`src/rtl/alu_ctrl_seq.sv`:
```
// Registered ALU control decoder for the ID/EX boundary, with a latency
// sequencer that stalls the pipeline while multi-cycle M-extension ops run.
module alu_ctrl_seq #(
    parameter int CTRL_W  = 4,
    parameter int MUL_LAT = 3,
    parameter int DIV_LAT = 32,
    parameter int CNT_W   = 6
) (
    input  logic              clk,
    input  logic              rst_n,
    input  logic [6:0]        funct7,
    input  logic [2:0]        funct3,
    input  logic [1:0]        ALUOp,
    input  logic              valid_i,
    input  logic              flush_i,
    output logic [CTRL_W-1:0] ALUCtrl,
    output logic              ctrl_valid_o,
    output logic              illegal_o,
    output logic              stall_o,
    output logic              done_o
);

    typedef enum logic {IDLE, BUSY} state_t;

    localparam logic [3:0] OP_ADD  = 4'd0;
    localparam logic [3:0] OP_SUB  = 4'd1;
    localparam logic [3:0] OP_AND  = 4'd2;
    localparam logic [3:0] OP_OR   = 4'd3;
    localparam logic [3:0] OP_XOR  = 4'd4;
    localparam logic [3:0] OP_SLL  = 4'd5;
    localparam logic [3:0] OP_SRA  = 4'd6;
    localparam logic [3:0] OP_SRL  = 4'd7;
    localparam logic [3:0] OP_SLT  = 4'd8;
    localparam logic [3:0] OP_SLTU = 4'd9;
    localparam logic [3:0] OP_MUL  = 4'd10;
    localparam logic [3:0] OP_MULH = 4'd11;
    localparam logic [3:0] OP_DIV  = 4'd12;
    localparam logic [3:0] OP_DIVU = 4'd13;
    localparam logic [3:0] OP_REM  = 4'd14;
    localparam logic [3:0] OP_REMU = 4'd15;

    localparam logic [6:0] F7_BASE = 7'b0000000;
    localparam logic [6:0] F7_ALT  = 7'b0100000;
    localparam logic [6:0] F7_MEXT = 7'b0000001;

    localparam logic [CNT_W-1:0] MUL_LOAD = CNT_W'(MUL_LAT - 1);
    localparam logic [CNT_W-1:0] DIV_LOAD = CNT_W'(DIV_LAT - 1);

    state_t            state_q, state_d;
    logic [CNT_W-1:0]  cnt_q, cnt_d;
    logic [CTRL_W-1:0] alu_ctrl_q, alu_ctrl_d;
    logic              ctrl_valid_q, ctrl_valid_d;
    logic              illegal_q, illegal_d;
    logic              done_q, done_d;

    logic [3:0]        dec_code;
    logic              dec_illegal;
    logic              dec_multi;
    logic [CNT_W-1:0]  dec_load;
    logic              accept;

    // Pure decode of the instruction fields; illegal encodings fall back to add.
    always_comb begin
        dec_code    = OP_ADD;
        dec_illegal = 1'b0;
        unique case (ALUOp)
            2'b00: dec_code = OP_ADD;
            2'b01: dec_code = OP_SUB;
            2'b10: begin
                case (funct7)
                    F7_BASE: begin
                        case (funct3)
                            3'b000:  dec_code = OP_ADD;
                            3'b001:  dec_code = OP_SLL;
                            3'b010:  dec_code = OP_SLT;
                            3'b011:  dec_code = OP_SLTU;
                            3'b100:  dec_code = OP_XOR;
                            3'b101:  dec_code = OP_SRL;
                            3'b110:  dec_code = OP_OR;
                            default: dec_code = OP_AND;
                        endcase
                    end
                    F7_ALT: begin
                        if (funct3 == 3'b000)
                            dec_code = OP_SUB;
                        else if (funct3 == 3'b101)
                            dec_code = OP_SRA;
                        else
                            dec_illegal = 1'b1;
                    end
                    F7_MEXT: begin
                        case (funct3)
                            3'b000:  dec_code = OP_MUL;
                            3'b001:  dec_code = OP_MULH;
                            3'b100:  dec_code = OP_DIV;
                            3'b101:  dec_code = OP_DIVU;
                            3'b110:  dec_code = OP_REM;
                            3'b111:  dec_code = OP_REMU;
                            default: dec_illegal = 1'b1;
                        endcase
                    end
                    default: dec_illegal = 1'b1;
                endcase
            end
            2'b11: begin
                // Shift-immediates are the only I-type ops that look at funct7.
                case (funct3)
                    3'b000: dec_code = OP_ADD;
                    3'b010: dec_code = OP_SLT;
                    3'b011: dec_code = OP_SLTU;
                    3'b100: dec_code = OP_XOR;
                    3'b110: dec_code = OP_OR;
                    3'b111: dec_code = OP_AND;
                    3'b001: begin
                        if (funct7 == F7_BASE)
                            dec_code = OP_SLL;
                        else
                            dec_illegal = 1'b1;
                    end
                    default: begin
                        if (funct7 == F7_BASE)
                            dec_code = OP_SRL;
                        else if (funct7 == F7_ALT)
                            dec_code = OP_SRA;
                        else
                            dec_illegal = 1'b1;
                    end
                endcase
            end
        endcase
    end

    always_comb begin
        dec_multi = 1'b0;
        dec_load  = '0;
        if ((dec_code == OP_MUL || dec_code == OP_MULH) && MUL_LAT > 1) begin
            dec_multi = 1'b1;
            dec_load  = MUL_LOAD;
        end else if (dec_code >= OP_DIV && DIV_LAT > 1) begin
            dec_multi = 1'b1;
            dec_load  = DIV_LOAD;
        end
    end

    assign stall_o = (state_q == BUSY);
    assign accept  = valid_i && !stall_o && !flush_i;

    // Flush dominates; otherwise IDLE accepts new ops and BUSY counts down.
    always_comb begin
        state_d      = state_q;
        cnt_d        = cnt_q;
        alu_ctrl_d   = alu_ctrl_q;
        ctrl_valid_d = ctrl_valid_q;
        illegal_d    = illegal_q;
        done_d       = 1'b0;
        if (flush_i) begin
            state_d      = IDLE;
            cnt_d        = '0;
            ctrl_valid_d = 1'b0;
            illegal_d    = 1'b0;
        end else begin
            case (state_q)
                IDLE: begin
                    if (accept) begin
                        alu_ctrl_d   = CTRL_W'(dec_code);
                        illegal_d    = dec_illegal;
                        ctrl_valid_d = 1'b1;
                        if (dec_multi) begin
                            state_d = BUSY;
                            cnt_d   = dec_load;
                        end else begin
                            done_d = 1'b1;
                        end
                    end else begin
                        ctrl_valid_d = 1'b0;
                    end
                end
                default: begin
                    if (cnt_q <= CNT_W'(1)) begin
                        cnt_d   = '0;
                        state_d = IDLE;
                        done_d  = 1'b1;
                    end else begin
                        cnt_d = cnt_q - CNT_W'(1);
                    end
                end
            endcase
        end
    end

    always_ff @(posedge clk or negedge rst_n) begin
        if (!rst_n) begin
            state_q      <= IDLE;
            cnt_q        <= '0;
            alu_ctrl_q   <= '0;
            ctrl_valid_q <= 1'b0;
            illegal_q    <= 1'b0;
            done_q       <= 1'b0;
        end else begin
            state_q      <= state_d;
            cnt_q        <= cnt_d;
            alu_ctrl_q   <= alu_ctrl_d;
            ctrl_valid_q <= ctrl_valid_d;
            illegal_q    <= illegal_d;
            done_q       <= done_d;
        end
    end

    assign ALUCtrl      = alu_ctrl_q;
    assign ctrl_valid_o = ctrl_valid_q;
    assign illegal_o    = illegal_q;
    assign done_o       = done_q;

endmodule
```
`config.mk`:
```
export PLATFORM = sky130hd
export DESIGN_NAME = alu_ctrl_seq
export DESIGN_NICKNAME = d
export VERILOG_FILES = /design/src/rtl/alu_ctrl_seq.sv
export SDC_FILE = /design/constraint.sdc
export NUM_CORES = 1
export LEC_CHECK = 0
export BUFFER_PORTS_ARGS = -buffer_cell sky130_fd_sc_hd__buf_2
export CORE_MARGIN = 2
export CORE_UTILIZATION = 55
export CTS_CLUSTER_SIZE = 10
export DETAILED_ROUTE_END_ITERATION = 10
export HOLD_SLACK_MARGIN = 0.12
export PLACE_DENSITY_LB_ADDON = 0.08
export SETUP_SLACK_MARGIN = 0.2
export SLEW_MARGIN = 20
export SYNTH_ARGS = -nofsm -noshare
export SYNTH_HDL_FRONTEND = slang
export SYNTH_SLANG_ARGS = --single-unit
```
`constraint.sdc`:
```
create_clock -name clk -period 2.4 [get_ports clk]
set_input_delay 0.12 -clock clk [delete_from_list [all_inputs] [get_ports clk]]
set_output_delay 0.12 -clock clk [all_outputs]
set_load 0.02 [all_outputs]
```
==> results of run 1 <==
[state kept, by name, summed over array words and instances (netlist names)]
name	count
ALUCtrl	4
illegal_o	1
cnt_q	6
stall_o	1
ctrl_valid_o	1
done_o	1
[cell type report]
class	instances	share of cell area, %
multi-input cells	115	58.1
flip-flops and latches	14	24.7
repair buffers	27	10.4
clock buffers	4	2.56
well taps	28	2.47
inverters	7	1.85
[cell families (layout without fill, tap and decap cells)]
| logic type | count (synthesis) | after routing | synth area share [%] |
|---|---|---|---|
| flops | 14 | 14 | 28.3 |
| xor+xnor | 3 | 3 | 2.13 |
| compound gates | 49 | 49 | 29.2 |
| mux | 5 | 5 | 4.35 |
| simple gates | 52 | 52 | 25.0 |
| buf+inv | 14 | 38 | 4.96 |
| fa+ha+maj | 6 | 6 | 6.07 |
[synth_stat cells (2+ instances only)]
| library cell | n | area (um^2) |
|---|---|---|
| nand2b_1 | 3 | 18.8 |
| a21oi_2 | 2 | 17.5 |
| clkbuf_1 | 2 | 7.51 |
| buf_2 | 4 | 20.0 |
| nor2b_1 | 3 | 18.8 |
| or3_1 | 2 | 12.5 |
| xor2_1 | 2 | 17.5 |
| o21ai_0 | 6 | 30.0 |
| a31oi_1 | 5 | 31.3 |
| inv_1 | 6 | 22.5 |
| nand3_1 | 5 | 25.0 |
| nor2_1 | 13 | 48.8 |
| o21ai_1 | 3 | 15.0 |
| mux2i_1 | 2 | 20.0 |
| nand2_1 | 9 | 33.8 |
| nor4_1 | 2 | 12.5 |
| ha_1 | 6 | 75.1 |
| nor3_1 | 2 | 10.0 |
| a21o_1 | 2 | 15.0 |
| dfrtp_1 | 14 | 350 |
| mux2_2 | 2 | 22.5 |
| o21a_1 | 2 | 15.0 |
| o2bb2ai_1 | 4 | 35.0 |
| a21oi_1 | 11 | 55.1 |
[per-layer routing]
metal  vias up  part of all wire, %
met5         -                    0
met4         0                  1.2
met3         5                  6.1
met2        46                   44
met1       540                   49
li1        579                    -
[power by group through the flow]
stage | logic (uW) | registers (uW) | clock network (uW)
after CTS | 135 | 246 | 176
after global placement | 129 | 250 | 0
after floorplan | 77.4 | 259 | 0
after detailed placement | 133 | 250 | 0
final | 135 | 246 | 169
after global routing | 149 | 246 | 186
[worst max-delay path, cell delays in order (launching register included)]
cell	delay [ns]
dfrtp_1	0.42
inv_1	0.10
ha_1	0.25
nor2_1	0.10
nor4b_1	0.06
buf_4	0.15
nand2b_1	0.20
or3b_2	0.49
a21oi_1	0.15
a21o_1	0.10
[through the flow]
stage / total power, uW / hold slack, ns / cell area, um^2 / worst slack, ns
finish: 550 / 0.141 / 1420 / 0.326
global route: 582 / 0.162 / 1420 / 0.214
CTS: 557 / 0.134 / 1420 / 0.329
detailed placement: 383 / 0.0374 / 1370 / 0.260
global placement: 379 / 0.0272 / 1370 / 0.250
floorplan: 337 / -0.176 / 1240 / 0.305
[worst max path at each step]
stage	cells after the start	endpoint	startpoint	slack [ns]
after floorplan	11	cnt_q[2]	funct3[2]	0.30
after global placement	9	cnt_q[2]	funct3[1]	0.25
after detailed placement	9	cnt_q[2]	funct3[1]	0.26
after CTS	9	cnt_q[2]	cnt_q[0]	0.33
after global routing	9	cnt_q[2]	cnt_q[0]	0.21
final	9	cnt_q[2]	cnt_q[0]	0.33
==> run metrics, run 1 <==
Worst R2R Start cnt_q[0]; height of the die 51.4 um; Hold WC Path Type in2reg; final std cells w/o fill 195; cts hold-fix bufs 1; Avg Inst Size Synth 8.64 um^2; Initial Util 57.0%; die area 0.00264 mm^2; max frequency 482 MHz; Flop pwr share 44.7%; Post-synth EDFFs 0; RSZ-0062 raised after global routing false; post-layout minimum cycle time 2.07 ns; slew margin rel. 74.1%; Post-layout nets 190; clock buffer count from CTS 3; Via density 6.00; GR Util met2 37.0%; FF+latch count, synth 14; WL final 2870 um; Max-cap violations 0; pin count of the biggest net entering global routing 16; Sink Count 14; layout cells sized above 1 28.1%; CP Launch Type flip-flop; worst hold endpoint cnt_q[5]; CTS resizes 0; r2r setup slk 0.33 ns; status finished clean; Tightest Pin Transition 0.388 ns; crit path capture type flip-flop; # H-tree levels 1; Leakage 0.000652 uW; root buf cell clkbuf_4; Total GRT Usage 24.5%; pwr/cell area 387 mW/mm^2; dpl cells 190; Post-CTS Repair Setup Buffers 0; critical hold path startpoint flush_i; Critical Path RT 2.62 ns; period utilisation layout 86.4%; Synth-to-Final Area Change 14.9%; peak supply drop 324 uV; DRT Pass-1 Iters 4; I/O Pins 24; Wirelength per Cell 14.7 um; Row Count 17; sw power 162 uW; first-pass GRT wire length 4820 um; Worst Path Max Fanout 5; Final GP Congestion 0.858; Hold Path Cell Cnt 2; gr busiest metal met2; I/O Buffers 23; DR vias 1170; commonest non-fill, non-tap cell in the layout buf_2; Synth Cell Area 0.00124 mm^2; most frequent cells in the layout buf_2, dfrtp_1, nor2_1; die span in x 51.4 um; count of unique library cells instantiated by Yosys 55; grt total ovfl 0; drt initial violations 43; switching share of power 29.5%; CTS tree done; Worst Clk Skew 0.00857 ns; reg2reg end cnt_q[2]; Reg clk slew, reported paths 0.09 ns; post-layout util 65.5%; clock tree buffer depth 2; grt met1 use 34.4%; initial antenna violation count 0; core area 0.00217 mm^2; post-synthesis sequential area ratio 28.3%; FF/Latch Area 350 um^2; worst path arrival time 2.30 ns; antenna violation net count after detailed routing 0; total negative slack 0 ns; Most used DFF post-synth dfrtp_1; number of global-route vias before repair 1051; n_diodes 0; P_int 387 uW; cells after synthesis 143; Slew Limit Fails 0; Worst Setup Path Type reg2reg; multi-input logic area 825 um^2; Fill cells 210; FFs w/ async S/R, synth 100%; Reg2Reg Depth 9; final setup fails 0; clock group share of total power 30.7%; Comb pwr share 24.5%; Fin. Hold Viols 0; GR Layer Usage met3 6.14%; Worst-Skew Late Latency 0.29 ns; Synthesis Warnings 0; detailed placement HPWL 2150 um; Syn Nets 165; DRC Markers 0
(Power assumes the default switching activity.)
==> inputs of run 2 (changes only) <==
CELL_PAD_IN_SITES_DETAIL_PLACEMENT = 0   (was not set)
CELL_PAD_IN_SITES_GLOBAL_PLACEMENT = 1   (was not set)
CORE_UTILIZATION = 41   (was 55)
==> run 2 against run 1 <==
The run now ends with design-rule violations left. Worst setup slack better by 0.12 ns. First-iteration DRC count rose by 81%. Via count fell by 1.3%. Register-to-register slack improved by 0.16 ns. Critical path depth increased by 1. Design area increased by 2.0%. Routed wire length up 4.7%. Sequential cell count stayed put. Sequential power about the same. Global-route usage down 6.0 points. Sequential share of layout area decreased by 0.49 points. Core utilization fell by 14 points.
==> run metrics, run 2 (same netlist as run 1, synthesis figures left out) <==
Post-layout nets 193; commonest non-fill, non-tap cell in the layout buf_2; grt total ovfl 0; Reg with most FFs cnt_q; Post-CTS Repair Setup Buffers 0; detailed placement HPWL 2260 um; CTS tree done; post-layout minimum cycle time 1.95 ns; layout cells sized above 1 28.8%; Synth-to-Final Area Change 17.2%; Sink Count 14; I/O Buffers 23; first-pass GRT wire length 4840 um; Final GP Congestion 0.878; Worst Path Max Fanout 14; antenna violation net count after detailed routing 0; Hold WC Path Type in2reg; total negative slack 0 ns; Wirelength per Cell 14.9 um; Max-cap violations 0; clock group share of total power 31.6%; pin count of the biggest net entering global routing 16; root buf cell clkbuf_4; die area 0.00347 mm^2; DR vias 1155; DRT Pass-1 Iters 8; WL final 3000 um; RSZ-0062 raised after global routing false; most frequent cells in the layout buf_2, dfrtp_1, nor2_1; die span in x 58.9 um; clock buffer count from CTS 3; Leakage 0.000667 uW; # H-tree levels 1; DRC Markers 2; post-layout util 51.7%; pwr/cell area 387 mW/mm^2; I/O Pins 24; Initial Util 44.1%; drt initial violations 78; sw power 171 uW; Total GRT Usage 18.5%; max frequency 512 MHz; dpl cells 195; failing checks design-rule violations; n_diodes 0; Row Count 19; Reg clk slew, reported paths 0.09 ns; Comb pwr share 24.5%; Worst-Skew Late Latency 0.29 ns; max reg flops 6; crit path capture type flip-flop; Flop pwr share 43.9%; Fill cells 267; slew margin rel. 76.4%; initial antenna violation count 0; height of the die 58.9 um; final setup fails 0; Worst Clk Skew 0.00798 ns; Tightest Pin Transition 0.351 ns; status finished with violations; switching share of power 30.5%; number of global-route vias before repair 1023; P_int 390 uW; peak supply drop 325 uV; Slew Limit Fails 0; CTS resizes 0; worst path arrival time 2.15 ns; core area 0.00281 mm^2; Worst Setup Path Type in2reg; Fin. Hold Viols 0; Critical Path RT 2.60 ns; CP Launch Type primary input; final std cells w/o fill 201; clock tree buffer depth 2; Via density 5.75; period utilisation layout 81.4%
## run 2: changes by cell type in the layout (fill, tap and decap cells not counted), sizes merged
cell and change:
buf +2, dlygate4sd3 +1
## run 2: layer usage
layer	GRT usage [%]	share of wire, %
met4	4.87	0.97
met2	26.2	42
met5	0	0
met1	27.5	50
met3	5.27	6.8
## run 2: repair_timing
| action | in CTS | in global routing |
|---|---|---|
| endpoints found under the setup margin | 0 | 0 |
| hold endpoints to repair | 15 | 0 |
| hold buffers | 2 | 0 |
## run 2: power groups by stage
stage	combinational [uW]	sequential [uW]	clock (uW)
after CTS	139	246	182
after floorplan	77.4	259	0
after global placement	135	250	0
final	137	246	177
after detailed placement	135	251	0
after global routing	151	246	196
## run 2: stage by stage
step                      cell area, um^2  hold slack (ns)  total power (uW)  setup slack, ns
after floorplan                      1240           -0.176               337            0.305
after global placement               1390           0.0311               385            0.185
after detailed placement             1390           0.0406               386            0.112
after CTS                            1450            0.151               567            0.439
after global routing                 1450            0.163               594            0.261
final                                1450            0.154               561            0.446
## run 2: layout make-up
class	count	area [um^2]	share of cell area, %
Sequential cell	14	350	24.2
Inverter	7	26.3	1.81
Multi-Input combinational cell	115	825	56.9
Tap cell	31	38.8	2.68
Clock buffer	4	36.3	2.50
Timing Repair Buffer	30	173	11.9
## run 2: worst paths after layout
path	slack (ns)	start	end	cells after the start
min	0.15	valid_i	ctrl_valid_o	3
max	0.45	funct3[2]	cnt_q[2]	10
max in group asynchronous	1.92	rst_n	stall_o	2
max reg2reg	0.49	cnt_q[0]	cnt_q[2]	8
min reg2reg	0.50	ALUCtrl[3]	ALUCtrl[3]	1
min in group asynchronous	0.24	rst_n	done_o	2
## run 2: worst max-delay path, cell delays in order
cell       delay (ns)
buf_2            0.23
inv_1            0.13
ha_1             0.22
or3b_1           0.38
a211oi_1         0.23
o21ai_1          0.17
nor2_2           0.19
o21ai_2          0.15
o2bb2ai_1        0.15
a21o_1           0.17
==> inputs of run 3 (changes only) <==
clock period = 1.8 ns   (was 2.4 ns; I/O delays follow)
==> run 3 against run 2 <==
The run still ends with design-rule violations left. Power rose by 41%. Worst setup slack worse by 0.32 ns. Hold slack got worse by 0.018 ns. Largest cell class unchanged. Routed wire length up 19%. Largest power group unchanged. Critical path depth fell by 2. Global-route usage is 4.3 points higher. Combinational power increased by 64%. Critical endpoint unchanged. Core utilization up 12 points.
==> run metrics, run 3 (same netlist as run 1, synthesis figures left out) <==
crit path capture type flip-flop; Row Count 19; antenna violation net count after detailed routing 0; design area 0.00177 mm^2; I/O Buffers 23; Tightest Pin Transition 0.333 ns; Critical Path RT 2.04 ns; worst path bufs/invs 1; Wirelength per Cell 15.9 um; hold slack 0.136 ns; pwr/cell area 445 mW/mm^2; CP delay by family, top simple AND/OR/NAND/NOR gates; Synth-to-Final Area Change 43.3%; CP Cell Sequence inv_2 > ha_4 > nor2_4 > nor4b_4 > nand2b_4 > or3b_4 > a21oi_2 > a21o_1; Sink Count 14; Reg with most FFs cnt_q; height of the die 58.9 um; CTS tree done; Reg clk slew, reported paths 0.10 ns; Worst Clk Skew 0.0115 ns; Leakage 0.000819 uW; Worst Path Max Fanout 4; initial antenna violation count 0; layout cells sized above 1 45.9%; grt met1 use 31.9%; Placed Area 0.00159 mm^2; DR vias 1305; CP Launch Type flip-flop; worst path arrival time 1.91 ns; detailed placement HPWL 2710 um; CP max stage cell dfrtp_2; number of global-route vias before repair 1364; n_diodes 0; # H-tree levels 1; clock tree buffer depth 2; WL final 3580 um; Via density 5.80; root buf cell clkbuf_4; final setup fails 0; drt initial violations 37; final std cells w/o fill 225; commonest non-fill, non-tap cell in the layout buf_4; grt total ovfl 0; Initial Util 44.1%; die area 0.00347 mm^2; Fill cells 259; gr busiest metal met2; dpl cells 215; DRT Pass-1 Iters 7; GR Layer Usage met3 7.47%; peak supply drop 548 uV; period utilisation layout 93.0%; max reg flops 6; PnR Total Power 789 uW; DRC Markers 3; RSZ-0062 raised after global routing true; clock buffer count from CTS 3; Slew Limit Fails 0; r2r setup slk 0.13 ns; GR Util met2 35.4%; post-layout minimum cycle time 1.67 ns; I/O Pins 24; Worst Setup Path Type reg2reg; Max-cap violations 0; Post-layout nets 217; crit-path max cell delay 0.45 ns; most frequent cells in the layout buf_4, buf_2, dfrtp_1; slew margin rel. 77.8%; first-pass GRT wire length 6240 um; die span in x 58.9 um; Hold WC Path Type in2reg; core area 0.00281 mm^2; Fin. Hold Viols 0; max frequency 597 MHz; Final GP Congestion 0.886; Total GRT Usage 22.8%; status finished with violations; Worst-Skew Late Latency 0.29 ns; pin count of the biggest net entering global routing 15; failing checks design-rule violations
-- run 3: cell types whose count changed in the layout (fill, tap and decap cells not counted), moves of 2 or more --
cell and change:
ha_4 +3, a21oi_2 +2, inv_2 +2, buf_4 +24, inv_1 -3, ha_1 -3
a21oi_1 -2, nor2_4 +2
-- run 3: tightest hold or removal path: cells and delay by family --
| family | cells | cell delay [ns] |
|---|---|---|
| AOI/OAI and AO/OA | 1 | 0.08 |
| buffers and inverters | 1 | 0.11 |
| and+or+nand+nor | 1 | 0.10 |
-- run 3: cell type report --
| type | count | area (um^2) | share of cell area, % |
|---|---|---|---|
| Clock buffer | 4 | 36.3 | 2.05 |
| Inverter | 7 | 31.3 | 1.77 |
| Multi-Input combinational cell | 115 | 956 | 54.0 |
| Sequential cell | 14 | 352 | 19.8 |
| Tap cell | 31 | 38.8 | 2.19 |
| Timing Repair Buffer | 54 | 358 | 20.2 |
-- run 3: power by group --
part / switching [uW] / leakage (uW) / total [uW] / internal [uW]
Combinational: 126 / 0.000609 / 225 / 98.2
Clock: 114 / 0.0000210 / 237 / 123
Sequential: 4.24 / 0.000190 / 328 / 324
-- run 3: metrics by stage --
step / worst slack (ns) / util [%] / setup TNS, ns
after detailed placement: -0.125 / 56.5 / -0.501
final: 0.126 / 63.2 / 0
after floorplan: -0.0574 / - / -0.0870
after global routing: 0.0641 / 63.2 / 0
after CTS: 0.180 / 60.4 / 0
after global placement: -0.0619 / 56.5 / -0.156
-- run 3: routing by layer --
| metal | up-vias | part of all wire [%] |
|---|---|---|
| met5 | - | 0 |
| met4 | 0 | 0.22 |
| met3 | 2 | 6.3 |
| met2 | 30 | 45 |
| met1 | 638 | 49 |
| li1 | 635 | - |
-- run 3: path summary, 6_finish.rpt --
check                           startpoint            to  cells after the start
worst min register to register  ALUCtrl[3]    ALUCtrl[3]                      1
min in group asynchronous            rst_n        done_o                      2
worst max-delay path              cnt_q[0]      cnt_q[2]                      8
worst max register to register    cnt_q[0]      cnt_q[2]                      8
max in group asynchronous            rst_n      cnt_q[0]                      2
worst min-delay path               valid_i  ctrl_valid_o                      3
-- run 3: timing repair --
| action | 4_1_cts | 5_1_grt |
|---|---|---|
| hold endpoints to repair | 18 | 2 |
| pin swaps | 6 | 2 |
| setup buffers | 2 | 1 |
| hold buffers | 2 | 1 |
| resized for setup | 12 | 8 |
| endpoints found under the setup margin | 5 | 7 |
